[src/rtl/npu_conv_seq.sv]
// Convolution sequencer: streams weights, then slides a K_SIZE-wide window over the
// activation columns through the word buffer read port, drains the PE and pulses done.
module npu_conv_seq #(
    parameter int N            = 10,
    parameter int K_SIZE       = 3,
    parameter int PE_LAT       = 4,
    parameter int BUFFER_DEPTH = (N + 1) * K_SIZE,
    parameter int AW           = $clog2(BUFFER_DEPTH),
    parameter int CW           = $clog2(BUFFER_DEPTH + 1)
) (
    input  logic          clk,
    input  logic          reset,
    input  logic          start_i,
    input  logic          abort_i,
    input  logic [CW-1:0] cfg_cols_i,
    input  logic          pe_ready_i,
    output logic          buf_ren_o,
    output logic [AW-1:0] buf_raddr_o,
    output logic          pe_wload_o,
    output logic          pe_valid_o,
    output logic          pe_first_o,
    output logic          pe_last_o,
    output logic [CW-1:0] out_idx_o,
    output logic          busy_o,
    output logic          done_o,
    output logic          err_o
);
    localparam int KW = (K_SIZE > 1) ? $clog2(K_SIZE) : 1;
    localparam int DW = (PE_LAT > 0) ? $clog2(PE_LAT + 1) : 1;

    localparam logic [2:0] S_IDLE  = 3'd0;
    localparam logic [2:0] S_LOADW = 3'd1;
    localparam logic [2:0] S_RUN   = 3'd2;
    localparam logic [2:0] S_DRAIN = 3'd3;
    localparam logic [2:0] S_DONE  = 3'd4;

    logic [2:0]    state_q, state_d;
    logic [CW-1:0] cols_q, cols_d;
    logic [CW-1:0] o_q, o_d;
    logic [KW-1:0] k_q, k_d;
    logic [DW-1:0] d_q, d_d;
    logic          err_q, err_d;
    logic          valid_q, wload_q, first_q, last_q;
    logic [CW-1:0] idx_q;

    logic in_loadw, in_run, in_drain, issuing, k_last, o_last, cfg_ok;

    assign in_loadw = (state_q == S_LOADW);
    assign in_run   = (state_q == S_RUN);
    assign in_drain = (state_q == S_DRAIN);
    // Abort suppresses the read in the very cycle it is raised.
    assign issuing  = (in_loadw || in_run) && pe_ready_i && !abort_i;
    assign k_last   = (k_q == KW'(K_SIZE - 1));
    assign o_last   = (o_q == cols_q - CW'(K_SIZE));
    assign cfg_ok   = (cfg_cols_i >= CW'(K_SIZE)) && (cfg_cols_i <= CW'(N * K_SIZE));

    always_comb begin
        // NOTE: every next-state signal gets a default first, so no path infers a latch.
        state_d = state_q;
        cols_d  = cols_q;
        o_d     = o_q;
        k_d     = k_q;
        d_d     = d_q;
        err_d   = 1'b0;
        case (state_q)
            S_IDLE: begin
                if (start_i && !abort_i) begin
                    if (cfg_ok) begin
                        cols_d  = cfg_cols_i;
                        o_d     = '0;
                        k_d     = '0;
                        d_d     = '0;
                        state_d = S_LOADW;
                    end else begin
                        err_d = 1'b1;
                    end
                end
            end
            S_LOADW: begin
                if (issuing) begin
                    if (k_last) begin
                        k_d     = '0;
                        o_d     = '0;
                        state_d = S_RUN;
                    end else begin
                        k_d = k_q + KW'(1);
                    end
                end
            end
            S_RUN: begin
                if (issuing) begin
                    if (k_last) begin
                        k_d = '0;
                        if (o_last) begin
                            d_d     = '0;
                            state_d = S_DRAIN;
                        end else begin
                            o_d = o_q + CW'(1);
                        end
                    end else begin
                        k_d = k_q + KW'(1);
                    end
                end
            end
            S_DRAIN: begin
                if (d_q == DW'(PE_LAT)) state_d = S_DONE;
                else                    d_d     = d_q + DW'(1);
            end
            S_DONE:  state_d = S_IDLE;
            default: state_d = S_IDLE;
        endcase
        if (abort_i && (in_loadw || in_run || in_drain)) begin
            state_d = S_IDLE;
            o_d     = '0;
            k_d     = '0;
            d_d     = '0;
        end
    end

    // NOTE: sequential state uses non-blocking assignments so every flop samples pre-edge values.
    always_ff @(posedge clk or posedge reset) begin
        if (reset) begin
            state_q <= S_IDLE;
            cols_q  <= '0;
            o_q     <= '0;
            k_q     <= '0;
            d_q     <= '0;
            err_q   <= 1'b0;
            valid_q <= 1'b0;
            wload_q <= 1'b0;
            first_q <= 1'b0;
            last_q  <= 1'b0;
            idx_q   <= '0;
        end else begin
            state_q <= state_d;
            cols_q  <= cols_d;
            o_q     <= o_d;
            k_q     <= k_d;
            d_q     <= d_d;
            err_q   <= err_d;
            // Sideband lines up with buffer rdata, one cycle after the read strobe.
            valid_q <= issuing;
            wload_q <= issuing && in_loadw;
            first_q <= issuing && in_run && (k_q == '0);
            last_q  <= issuing && in_run && k_last;
            idx_q   <= (issuing && in_run) ? o_q : '0;
        end
    end

    always_comb begin
        buf_raddr_o = '0;
        if (in_loadw)    buf_raddr_o = AW'(k_q);
        else if (in_run) buf_raddr_o = AW'(K_SIZE) + AW'(o_q) + AW'(k_q);
    end

    assign buf_ren_o  = issuing;
    assign pe_valid_o = valid_q;
    assign pe_wload_o = wload_q;
    assign pe_first_o = first_q;
    assign pe_last_o  = last_q;
    assign out_idx_o  = idx_q;
    assign busy_o     = (state_q != S_IDLE);
    assign done_o     = (state_q == S_DONE);
    assign err_o      = err_q;

endmodule

[config.mk]
export PLATFORM = sky130hd
export DESIGN_NAME = npu_conv_seq
export DESIGN_NICKNAME = d
export VERILOG_FILES = /design/src/rtl/npu_conv_seq.sv
export SDC_FILE = /design/constraint.sdc
export NUM_CORES = 1
export LEC_CHECK = 0
export CAP_MARGIN = 20
export CORE_MARGIN = 1.5
export CORE_UTILIZATION = 40
export CTS_BUF_LIST = sky130_fd_sc_hd__clkbuf_8
export CTS_CLUSTER_DIAMETER = 60
export DETAILED_ROUTE_END_ITERATION = 6
export GPL_TIMING_DRIVEN = 0
export PLACE_DENSITY = 0.76
export SYNTH_ARGS = -nofsm -noshare
export SYNTH_HDL_FRONTEND = slang
export SYNTH_SLANG_ARGS = --single-unit
[constraint.sdc]
create_clock -name clk -period 2.3 [get_ports clk]
set_input_delay 0.345 -clock clk [delete_from_list [all_inputs] [get_ports clk]]
set_output_delay 0.345 -clock clk [all_outputs]
set_load 0.01 [all_outputs]
==> impl_metrics.ini, run 1 <==
[detailed_routing]
drc = 0
routed_via_density = 5.688
wl_per_cell_um = 15.52
finalWirelength_um = 4719
drt_iter0_markers = 139
firstDrtPassIters = 5
vias = 1729
ant_nets = 0

[yosys]
synth-main-ff-cell = dfrtp_1
syn_nets = 224
synth.distinct_cells = 54
syn_area_mm2 = 0.001926
synth_top_cell_by_area = dfrtp_1
synth_area_leaders = dfrtp_1 40%, ha_1 5.2%, and3_1 3.6%
synth_seq_cells = 31
netlist_instances = 204
synth_top_cell_area_share = 0.4029
yosysSeqAreaShare = 0.4029
ys_warn_count = 0
synth.avg_cell_area_um2 = 9.439
async_reset_ff_frac = 1.000
synth_edf_count = 0

[floorplanning]
die_w_um = 72.38
dieArea_mm2 = 0.005239
ios = 31
core-area_mm2 = 0.004692
die_h_um = 72.38
num_rows = 25
start_util = 0.4104

[clock_network]
cts_sinks = 31
clkLatencyLatePin_ns = 0.29
cts.path.max_buffers = 2
cts.reportedPaths.clkPinSlew_ns = 0.07
root_buffer = clkbuf_8
hold_buffers = 0
htree_levels = 2
cts_tree = yes
cts_buffers = 5

[flow_run]
cap_violations = 0

[global_routing]
grt_pass1_vias = 1665
track_usage = 0.1935
grt_antenna_before_repair = 0
grt_max_degree = 20
overflow = 0
grt_pass1_wl_um = 7831

[setup_path]
cp_max_fo = 2
crit_buf_inv = 4
worstPathArrival_ns = 2.10
rr_worst_depth = 6
cp_slowest_cell = dfrtp_2
cpPeakStageDelay_ns = 0.41
worstSetupPathType = flip-flop to output port
cp.required_ns = 1.96
cp_cell_sequence = inv_2 > ha_4 > inv_4 > ha_4 > inv_2 > fa_2 > or3_4 > a21oi_2 > buf_2
end_kind = output port
start_kind = flip-flop
crit_cells = 9
critical-path-top-delay-family = adder cells

[final_layout]
nets = 269
fillers = 419
areaGrowthSynthToFinish_pct = 32.42
stdcell_count = 304
drive_gt1_frac = 0.2320
stdcell_area_mm2 = 0.002550
num_antenna_cells = 0
post-route-util = 0.5435

[power_and_ir_drop]
clkPwrFrac = 0.392
power.density_mw_per_mm2 = 574.0
swShare = 0.2766
combPwrFrac = 0.191
leakagePower_uw = 0.001112
vdd_drop_max_mv = 0.2770
p_int_uw = 1059
seqPwrFrac = 0.416
switchingPower_uw = 404.8

[run_status]
status = finished, violations left
violations = setup timing

[timing]
worstMarginPinSlew_ns = 0.5952
holdWs_ns = 0.4242
timing.slew.headroom = 0.6028
period_minus_slack_ns = 2.447
min_period_over_period = 1.064
worst_slack_ns = -0.1470
finalHoldViolations = 0
setup_viol = 2
tns_ns = -0.2048
drv_slew = 0
max_freq_mhz = 408.7
rsz0062_at_grt = true
fin_skew_ns = 0.005309

[placed_design]
numPortBuffers = 29
place_inst = 288
dpl_cell_area_mm2 = 0.002315
finalWeightedCongestion = 0.8745
hpwl_um = 3272

[worst_hold_path]
hp-class = input pin to asynchronous set/reset pin
## through the flow
stage | power, µW | setup slack, ns
after floorplan | 784.0 | 0.01625
after global placement | 848.4 | -0.5813
after detailed placement | 862.4 | -0.6045
after CTS | 1458 | -0.1908
after global routing | 1521 | -0.2502
final | 1464 | -0.1470
## worst register-to-register path: stages (launching register included)
cell and delay, ns:
dfrtp_1 0.43, or3b_1 0.37, clkbuf_1 0.19, nor2_1 0.33, nand2_1 0.23, or4_1 0.51
o21ai_1 0.08
## layout make-up
cell class / count / area [µm²] / share of cell area
Clock inverter: 2 / 35.03 / 0.01374
Sequential cell: 31 / 779.5 / 0.3057
Multi-Input combinational cell: 147 / 1104 / 0.4328
Inverter: 16 / 62.56 / 0.02453
Buffer: 9 / 55.05 / 0.02159
Tap cell: 54 / 67.56 / 0.02650
Timing Repair Buffer: 39 / 364.1 / 0.1428
Clock buffer: 6 / 82.58 / 0.03238
## registers in the layout (all words and copies together), names as in the netlist
signal,count
pe_wload_o,1
d_q,3
state_q,3
pe_first_o,1
k_q,2
pe_last_o,1
out_idx_o,6
pe_valid_o,1
cols_q,6
o_q,6
err_o,1
## power groups by stage
stage / Combinational, µW / Clock [µW] / Sequential, µW
floorplan: 176 / 0 / 608
global placement: 233 / 0 / 616
detailed placement: 245 / 0 / 618
CTS: 271 / 583 / 604
global route: 306 / 602 / 613
finish: 280 / 574 / 609
## synthesized netlist by cell type (2+ instances only)
master / number
a2111oi_0: 3
a211oi_1: 2
a21o_1: 2
a21oi_1: 8
a31oi_1: 2
and2_1: 2
and3_1: 11
clkbuf_1: 7
dfrtp_1: 31
ha_1: 8
inv_1: 15
mux2_2: 5
nand2_1: 17
nand3_1: 5
nand4_1: 2
nor2_1: 12
nor2b_1: 2
nor3_1: 5
nor3b_1: 2
o21ai_0: 8
o21ai_1: 5
o21ai_2: 2
o221ai_1: 4
o311ai_1: 2
or3_1: 3
or4_1: 2
xnor2_1: 7
xor2_1: 4
## cell families (layout without fill, tap and decap cells)
kind of cell,count (synthesis),after routing,synth area share
AND/OR/NAND/NOR,71,71,0.2008
AO/OA/AOI/OAI,50,50,0.1923
flip-flops,31,31,0.4029
buffers and inverters,26,72,0.05718
XOR/XNOR,11,11,0.05003
adder cells (fa/ha/maj),10,10,0.06758
multiplexers,5,5,0.02924
## layout by cell type (no fill, tap or decap), types with 4 or more instances in the layout
cell / count
clkbuf_8: 6
clkdlybuf4s50_1: 24
nand3_1: 5
inv_1: 11
xnor2_1: 7
nor3_1: 5
and3_1: 10
nor2_1: 10
a21oi_1: 7
dfrtp_1: 28
o221ai_1: 4
o21ai_0: 7
nand2_1: 17
ha_1: 5
buf_4: 11
mux2_2: 5
o21ai_1: 6
buf_2: 5
xor2_1: 4
inv_2: 4
## repair_timing
item / in CTS / in global routing
buffers inserted: 7 / 2
resized for setup: 34 / 12
pin swaps: 5 / 2
endpoints found under the setup margin: 7 / 12
## final timing paths
check	slack [ns]	startpoint	end
worst min register to register	0.51	d_q[2]$_DFFE_PP0P_	d_q[2]$_DFFE_PP0P_
max in group asynchronous	1.36	reset	o_q[1]$_DFFE_PP0P_
worst max register to register	0.09	state_q[0]$_DFFE_PP0P_	o_q[3]$_DFFE_PP0P_
worst max-delay path	-0.15	k_q[1]$_DFFE_PP0P_	buf_raddr_o[5]
worst min-delay path	0.42	reset	pe_valid_o$_DFF_PP0_
min in group clk	0.51	d_q[2]$_DFFE_PP0P_	d_q[2]$_DFFE_PP0P_
## metal layers
metal  vias to the layer above  share of wire  track usage
li1                        833              -            -
met1                       838           0.44       0.2380
met2                        43           0.50       0.3292
met3                        15          0.039      0.04167
met4                         0          0.030      0.07966
met5                         -              0            0
(Power assumes the default switching activity.)
==> run 2: changes to the inputs <==
--- a/config.mk
+++ b/config.mk
@@ -9,10 +9,10 @@
 export CORE_MARGIN = 1.5
 export CORE_UTILIZATION = 40
 export CTS_BUF_LIST = sky130_fd_sc_hd__clkbuf_8
-export CTS_CLUSTER_DIAMETER = 60
 export DETAILED_ROUTE_END_ITERATION = 6
 export GPL_TIMING_DRIVEN = 0
 export PLACE_DENSITY = 0.76
+export SLEW_MARGIN = 10
 export SYNTH_ARGS = -nofsm -noshare
 export SYNTH_HDL_FRONTEND = slang
 export SYNTH_SLANG_ARGS = --single-unit
==> results of run 2 <==
No change in the layout: final DEF, timing and power equal those of run 1.
